===== src/rtl/dfil_ctrl.sv =====
// Sequencer and config front-end for the sliding-window pulse-density filter:
// clear/warm-up sequencing, hysteresis on the running sum, timestamped edge events.
module dfil_ctrl #(
  parameter int SUM_W      = 30,
  parameter int WIN_W      = 15,
  parameter int TS_W       = 32,
  parameter int CLR_CYCLES = 2,
  parameter int DEF_HI     = 4500,
  parameter int DEF_LO     = 500,
  parameter int DEF_WIN    = 5000
) (
  input  logic             CLK,
  input  logic             RST,
  input  logic             en,
  input  logic             cfg_valid,
  output logic             cfg_ready,
  input  logic [SUM_W-1:0] cfg_hi,
  input  logic [SUM_W-1:0] cfg_lo,
  input  logic [WIN_W-1:0] cfg_win,
  output logic             cfg_err,
  input  logic [SUM_W-1:0] sum_in,
  output logic             flt_clr,
  output logic             out,
  output logic             out_valid,
  output logic             evt_valid,
  input  logic             evt_ready,
  output logic             evt_dir,
  output logic [TS_W-1:0]  evt_ts,
  output logic             overflow
);

  localparam int CLR_W = (CLR_CYCLES > 1) ? $clog2(CLR_CYCLES) : 1;

  typedef enum logic [1:0] {IDLE, CLEAR, FILL, RUN} state_t;

  state_t             state, state_nxt;
  logic [CLR_W-1:0]   clr_cnt;
  logic [WIN_W-1:0]   fill_cnt;
  logic [SUM_W-1:0]   hi, lo;
  logic [WIN_W-1:0]   win;
  logic [TS_W-1:0]    ts;
  logic               clr_done, fill_done, cfg_ok, cfg_wr;
  logic               run_active, out_nxt, edge_det;

  assign clr_done   = (clr_cnt == CLR_W'(CLR_CYCLES - 1));
  assign fill_done  = (fill_cnt == win - WIN_W'(1));
  assign cfg_ready  = (state == IDLE);
  assign flt_clr    = (state == CLEAR);
  assign out_valid  = (state == RUN);
  assign cfg_wr     = cfg_valid && cfg_ready;
  assign cfg_ok     = (cfg_lo < cfg_hi) && (cfg_win != '0) && (cfg_hi <= SUM_W'(cfg_win));
  assign run_active = (state == RUN) && en;

  // Dropping en from any active state returns straight to IDLE.
  always_comb begin
    state_nxt = state;
    case (state)
      IDLE:  if (en) state_nxt = CLEAR;
      CLEAR: if (!en) state_nxt = IDLE; else if (clr_done) state_nxt = FILL;
      FILL:  if (!en) state_nxt = IDLE; else if (fill_done) state_nxt = RUN;
      RUN:   if (!en) state_nxt = IDLE;
      default: state_nxt = IDLE;
    endcase
  end

  // Hysteresis; leaving RUN forces out low without reporting an edge.
  always_comb begin
    out_nxt = 1'b0;
    if (run_active) begin
      out_nxt = out;
      if (sum_in > hi)
        out_nxt = 1'b1;
      else if (sum_in < lo)
        out_nxt = 1'b0;
    end
  end

  assign edge_det = run_active && (out_nxt != out);

  always_ff @(posedge CLK or posedge RST) begin
    if (RST) begin
      state    <= IDLE;
      clr_cnt  <= '0;
      fill_cnt <= '0;
      hi       <= SUM_W'(DEF_HI);
      lo       <= SUM_W'(DEF_LO);
      win      <= WIN_W'(DEF_WIN);
      cfg_err  <= 1'b0;
      out      <= 1'b0;
      ts       <= '0;
    end else begin
      state    <= state_nxt;
      clr_cnt  <= (state == CLEAR) ? clr_cnt + CLR_W'(1) : '0;
      fill_cnt <= (state == FILL) ? fill_cnt + WIN_W'(1) : '0;
      cfg_err  <= cfg_wr && !cfg_ok;
      if (cfg_wr && cfg_ok) begin
        hi  <= cfg_hi;
        lo  <= cfg_lo;
        win <= cfg_win;
      end
      out <= out_nxt;
      if (state == FILL && state_nxt == RUN)
        ts <= '0;
      else if (state == RUN)
        ts <= ts + TS_W'(1);
    end
  end

  // One-entry event buffer; an edge arriving while it is full and not draining is lost.
  always_ff @(posedge CLK or posedge RST) begin
    if (RST) begin
      evt_valid <= 1'b0;
      evt_dir   <= 1'b0;
      evt_ts    <= '0;
      overflow  <= 1'b0;
    end else begin
      if (edge_det && (!evt_valid || evt_ready)) begin
        evt_valid <= 1'b1;
        evt_dir   <= out_nxt;
        evt_ts    <= ts;
      end else if (edge_det) begin
        overflow <= 1'b1;
      end else if (evt_valid && evt_ready) begin
        evt_valid <= 1'b0;
      end
    end
  end

endmodule


===== config.mk =====
export PLATFORM = sky130hd
export DESIGN_NAME = dfil_ctrl
export DESIGN_NICKNAME = d
export VERILOG_FILES = /design/src/rtl/dfil_ctrl.sv
export SDC_FILE = /design/constraint.sdc
export NUM_CORES = 1
export LEC_CHECK = 0
export ABC_AREA = 1
export BUFFER_PORTS_ARGS = -buffer_cell sky130_fd_sc_hd__buf_2
export CORE_UTILIZATION = 42
export DETAILED_ROUTE_END_ITERATION = 10
export GPL_ROUTABILITY_DRIVEN = 0
export PLACE_DENSITY = 0.64
export SLEW_MARGIN = 20
export SYNTH_ARGS = -nofsm -noshare
export SYNTH_HDL_FRONTEND = slang
export SYNTH_SLANG_ARGS = --single-unit

===== constraint.sdc =====
create_clock -name CLK -period 4.2 [get_ports CLK]
set_input_delay 0.21 -clock CLK [delete_from_list [all_inputs] [get_ports CLK]]
set_output_delay 0.21 -clock CLK [all_outputs]
set_load 0.03 [all_outputs]

Word level (Yosys, flattened, before mapping)

Cells that the tools add are included.

RAM bits: 0
Latch bits: 0
Output and inout port bits: 40
Flip-flop bits (word level): 162
Logic and storage cells: 65
Memory bits (read-only): 0
Input port bits: 110
Memories: 0

Multipliers: 0
Multiplexer cells: 17
Equality and inequality tests: 7
Bitwise operators: 1
Shifts and indexed selects: 0
Magnitude comparators: 4
Div/mod/pow operators: 0
$add $sub $neg: 4
Reductions and logical operators: 19

Operator list:

| operator                                                                | count |
|---|---|
| 32-bit two-way mux                                                      | 2 |
| 30-bit < comparator                                                     | 2 |
| 32-bit by 1-bit adder with 32-bit output, second input constant         | 1 |
| 30-bit > comparator                                                     | 1 |
| 30-bit by 15-bit less-or-equal comparator with 1-bit output             | 1 |
| 15-bit by 1-bit adder with 15-bit output, second input constant         | 1 |
| 15-bit == test                                                          | 1 |
| 15-bit two-way mux                                                      | 1 |
| 15-bit nonzero test                                                     | 1 |
| 15-bit by 1-bit subtractor with 15-bit output, second input constant    | 1 |
| 2-bit two-way mux                                                       | 6 |
| 1-bit logical AND                                                       | 10 |
| 2-bit one-hot mux with 4 select lines                                   | 1 |
| 1-bit two-way mux                                                       | 7 |
| 2-bit == test, second input constant                                    | 3 |
| 2-bit AND reduction                                                     | 2 |
| 2-bit nonzero test                                                      | 2 |
| 2-bit by 1-bit == test with 1-bit output, second input constant         | 1 |
| 1-bit logical NOT                                                       | 2 |
| 2-bit logical NOT                                                       | 1 |
| 2-bit by 1-bit inequality test with 1-bit output, second input constant | 1 |
| 1-bit adder, second input constant                                      | 1 |
| 1-bit logical OR                                                        | 1 |
| 1-bit inequality test                                                   | 1 |
| 1-bit NOT                                                               | 1 |

Logic depth before layout (Yosys ltp)

Depth in word-level cells: 9
Mapped depth: 17
Depth with buffers taken out: 16

Worst setup path after synthesis

OpenSTA, ideal clock, no wires.

Kind: reg-to-reg
From: register hi[4]
To: register evt_dir
Arrival: 2,047 ps
Setup slack: 2,035 ps
Clock period less this slack: 2,165 ps
Cell stages (with the launch flop): 15
Data required time: 4,082 ps
Buffers on the path: 1
Cells stage by stage: dfstp_2 inv_1 ha_1 nand2_1 nor2_1 nand4_1 nor3_1 nand4_1 nand2_1 nand3_1 nand2_1 nand3_1 buf_2 nand2_1 nand2_1

Word-level cells in the longest chain between the ends: 6

Ends and longest elaborated chain:

| element                  | line | text |
|---|---|---|
| start: declaration       | 39   | `logic [SUM_W-1:0] hi, lo;` |
| start signal: assignment | 85   | `hi <= SUM_W'(DEF_HI);` |
| start signal: assignment | 97   | `hi <= cfg_hi;` |
| 30-bit > comparator *    | 71   | `if (sum_in > hi)` |
| 1-bit two-way mux *      | 71   |  |
| 1-bit two-way mux *      | 69   | `if (run_active) begin` |
| 1-bit inequality test    | 78   | `assign edge_det = run_active && (out_nxt != out);` |
| 1-bit logical AND        | 78   |  |
| 1-bit logical AND        | 117  | `if (edge_det && (!evt_valid \|\| evt_ready)) begin` |
| end signal: assignment   | 119  | `evt_dir <= out_nxt;` |
| end: declaration         | 27   | `output logic evt_dir,` |

Every way passes the cells marked *; elsewhere a longest branch is shown, timed or not.
A chain may end at the register's enable or synchronous reset.

Worst setup path in the final report

From: register hi[4]
To: register evt_ts[11]

Word-level cells in the longest chain between the ends: 6

Ends and longest elaborated chain:

| element                | line | text |
|---|---|---|
| 30-bit > comparator    | 71   |  |
| 1-bit two-way mux      | 71   |  |
| 1-bit two-way mux      | 69   |  |
| 1-bit inequality test  | 78   |  |
| 1-bit logical AND      | 78   |  |
| 1-bit logical AND      | 117  |  |
| end signal: assignment | 120  | `evt_ts <= ts;` |
| end: declaration       | 28   | `output logic [TS_W-1:0] evt_ts,` |

No other way between the ends.

==> impl.org <==
** Route
- For this run, design rule violations remaining after detail routing come to 0.
- Detail-routed via count per cell :: 5.17
- WL final :: 28.8 mm
- Before antenna repair, the detailed router went through 6 iterations.
- Antenna violation net count after detailed routing :: 0
- For this block, the initial DRC count from the detailed router was 663.
- After detailed routing, the average wire length per cell comes to 15.0 um.
- Via count of the routed design :: 9916

** Pwr
- Switching component of the power :: 1830 uW
- Post-layout total power :: 4780 uW
- Across the VDD grid, the largest voltage drop is 0.000338 V.
- Dividing total power by cell area gives a power density of 382 nW/um2.
- Sequential share of power :: 42.0%
- In this run switching power makes up 38.3% of total power.
- P_leak :: 0.00667 uW
- Clock group share of total power :: 33.3%
- The share of total power dissipated in combinational logic is 24.7%.
- Internal power comes to 2950 uW.

** Floorplanning
- The region available for standard cell placement spans 25200 um2.
- Die X-Extent :: 162 um
- The die is 162 um tall.
- Num ports :: 150
- Starting density of the core :: 42.8%
- Total die area :: 26300 um2
- After floorplanning, the core was divided into 58 placement rows.

** Global routing
- Wire length of the first global-routing pass :: 47.7 mm
- The number of global-route vias before repair is 9568.
- Initial antenna violation count :: 1
- Remaining Overflow, GRT :: 0
- Entering global routing, the biggest net connects 163 pins.
- Overall routing resource usage :: 22.9%

** Yosys
- Number of cells produced by synthesis :: 1436
- The number of nets in the synthesized netlist is 1652.
- Share of async-settable or async-resettable flops after synthesis :: 100%
- For this run, the register share of the synthesized area comes to 37.8%.
- Prevailing post-synth register cell :: dfrtp_1
- Averaged over all synthesized cells, the footprint is 7.51 um2.
- FF+latch count, synth :: 162
- Number of distinct library cells after synthesis :: 45
- During synthesis, Yosys emitted a total of 0 warnings.
- Total standard cell area after synthesis :: 10800 um2
- In this run, synthesis inferred 0 flip-flops with an integrated enable.

** Worst setup path
- Slack of the worst reg-to-reg path :: 880 ps
- On the critical path, the stage with the largest delay is an instance of dfstp_2.
- Crit-path max cell delay :: 530 ps
- Crit Path Max Fanout :: 33
- Type of element capturing the critical path :: flop
- Worst setup path class :: reg2reg
- The most numerous cell type found on the critical path is nand2_1.
- Crit path arrival time :: 3640 ps
- CP Cell Sequence :: inv_1, ha_1, nand2_1, nor2_1, nand4_1, nor3_1, nand4_1, nand2_1, nand3_1, nand2_1, nand3_1, buf_4, nand2_1, nand2_1
- The worst setup path is launched from a flop.
- Data required time at the worst endpoint :: 4530 ps

** Clock tree
- In this run the clock root is driven by a clkbuf_16.
- The clock passes through at most 2 buffers.
- Sink count of the clock tree :: 162
- H-tree levels :: 4
- TritonCTS built the clock tree.
- Clock latency on the worst-skew pair, taken at its later pin, is 450 ps.
- After clock tree synthesis, the clock-pin slew on the worst setup and hold paths is 70 ps.
- Number of buffers added by the clock tree synthesis step :: 17
- # hold bufs at CTS :: 1
- The number of gates resized after CTS was 0.
- Buffer count from post-CTS setup fixing :: 0

** Finish
- Of the cells placed in the final design, the portion with a size suffix greater than 1 is 16.4%.
- Compared with the post-synthesis result, the final layout area differs by 15.9%.
- At the end of the flow, the number of nets in the layout was 1790.
- Fin util :: 49.7%
- In the layout the commonest cells are nand2_1 (429), inv_1 (215), buf_2 (149), dfrtp_1 (146), nand4_1 (118).
- Leaving out fill and tap cells, the most frequent cell in the layout is nand2_1.

** Place
- Prior to clock tree synthesis, the placed netlist has a worst setup slack of 927 ps.
- The HPWL after detailed placement is 21.6 mm.
- Input and output buffers added on the ports amount to 149.

** Outcome
- The checks that failed: hold timing.
- Run status :: complete, but fails checks

** Hold path
- The tightest min-delay check is of the in2async type.

** STA
- Max-slew headroom at the worst pin :: 36.4%
- Setup slack on the critical path of the routed design comes to 884 ps.
- Final-report setup violation count :: 0
- On the final layout, the worst hold slack is -19.0 ps.
- Count of final hold-check violations :: 2
- Final number of max-transition violations :: 0
- Fin crit share :: 78.9%
- Setup repair after global routing missed its margin :: false
- For the finished layout, the period the worst path requires is 3320 ps.
- Derived from the worst setup path, the maximum achievable clock frequency is 0.302 GHz.
- Clock skew on the completed layout was measured at 16.7 ps.
- Setup total negative slack :: 0 ps
- For the pin with the worst max-slew slack, the measured transition is 954 ps.

** Run
- Max_cap viols :: 0
==> registers in the layout, indices dropped and copies added (netlist names), 2 cells and up <==
| signal | count |
|---|---|
| evt_ts | 32 |
| lo | 30 |
| state | 2 |
| fill_cnt | 15 |
| hi | 30 |
| ts | 32 |
| win | 15 |
==> power groups by stage <==
stage	Clock [uW]	Sequential (uW)	Combinational [uW]
2_1_floorplan	0	2170	619
3_3_place_gp	0	2030	1150
3_5_place_dp	0	2030	1180
4_1_cts	1620	2000	1190
5_1_grt	1690	2040	1320
6_report	1590	2010	1180
==> routing by layer <==
metal / GRT usage, % / vias up / share of wire (%)
li1: - / 4979 / -
met1: 32.0 / 4667 / 48
met2: 35.6 / 219 / 44
met3: 3.42 / 51 / 4.5
met4: 9.01 / 0 / 2.7
met5: 0 / - / 0
==> worst max-delay path, delay by kind of cell, from the launching register on <==
family,cells,cell delay [ps]
adder cells (fa/ha/maj),1,260
flip-flops,1,530
AND/OR/NAND/NOR,11,2070
buffers and inverters,2,340
==> synthesized netlist by cell type, types with 5 or more instances <==
cell type	n	area [um2]
nor2_1	87	327
nand3_2	11	110
nand3_1	59	295
nand2_2	5	31.3
xor2_1	12	105
dfrtp_1	146	3650
nor2_4	6	67.6
o21a_1	5	37.5
ha_1	106	1330
inv_1	216	811
nand2_1	429	1610
nand4_1	118	738
o21ai_0	24	120
clkbuf_1	26	97.6
dfstp_2	16	420
nor4_1	11	68.8
nor2_2	8	50.1
nor3_1	22	110
a21oi_1	65	325
nand3b_1	5	37.5
buf_2	16	80.1
==> final cells by class <==
type	instances	area [um2]
inverters	217	818
well taps	330	413
flip-flops and latches	162	4070
diodes	1	2.50
clock buffers	17	425
fillers	2478	12700
repair buffers	165	881
clock inverters	15	180
multi-input cells	1011	5710
==> cell families after synthesis <==
kind of cell | Yosys count | synth area share, %
DFF | 162 | 37.8
adders and majority gates | 106 | 12.3
and+or+nand+nor | 776 | 33.3
xor gates and xnor gates | 16 | 1.30
AOI/OAI and AO/OA | 113 | 5.75
buffers and inverters | 263 | 9.55
==> final timing paths <==
kind / from / to / cells after the start
max: hi[4]$_DFFE_PP1P_ / evt_ts[11]$_DFFE_PP0P_ / 14
min: RST / evt_valid$_DFFE_PP0P_ / 3
min reg2reg: clr_cnt$_DFF_PP0_ / clr_cnt$_DFF_PP0_ / 1
min in group CLK: cfg_lo[2] / lo[2]$_DFFE_PP1P_ / 3
max in group asynchronous: RST / lo[21]$_DFFE_PP0P_ / 3
max reg2reg: hi[4]$_DFFE_PP1P_ / evt_ts[11]$_DFFE_PP0P_ / 14
==> through the flow <==
stage / cell area, um2 / std cells
floorplan: 10800 / 1436
global placement: 11900 / 1884
detailed placement: 11900 / 1884
CTS: 12500 / 1917
global route: 12500 / 1918
finish: 12500 / 1918
No activity file was read; power rests on OpenSTA's default activity.
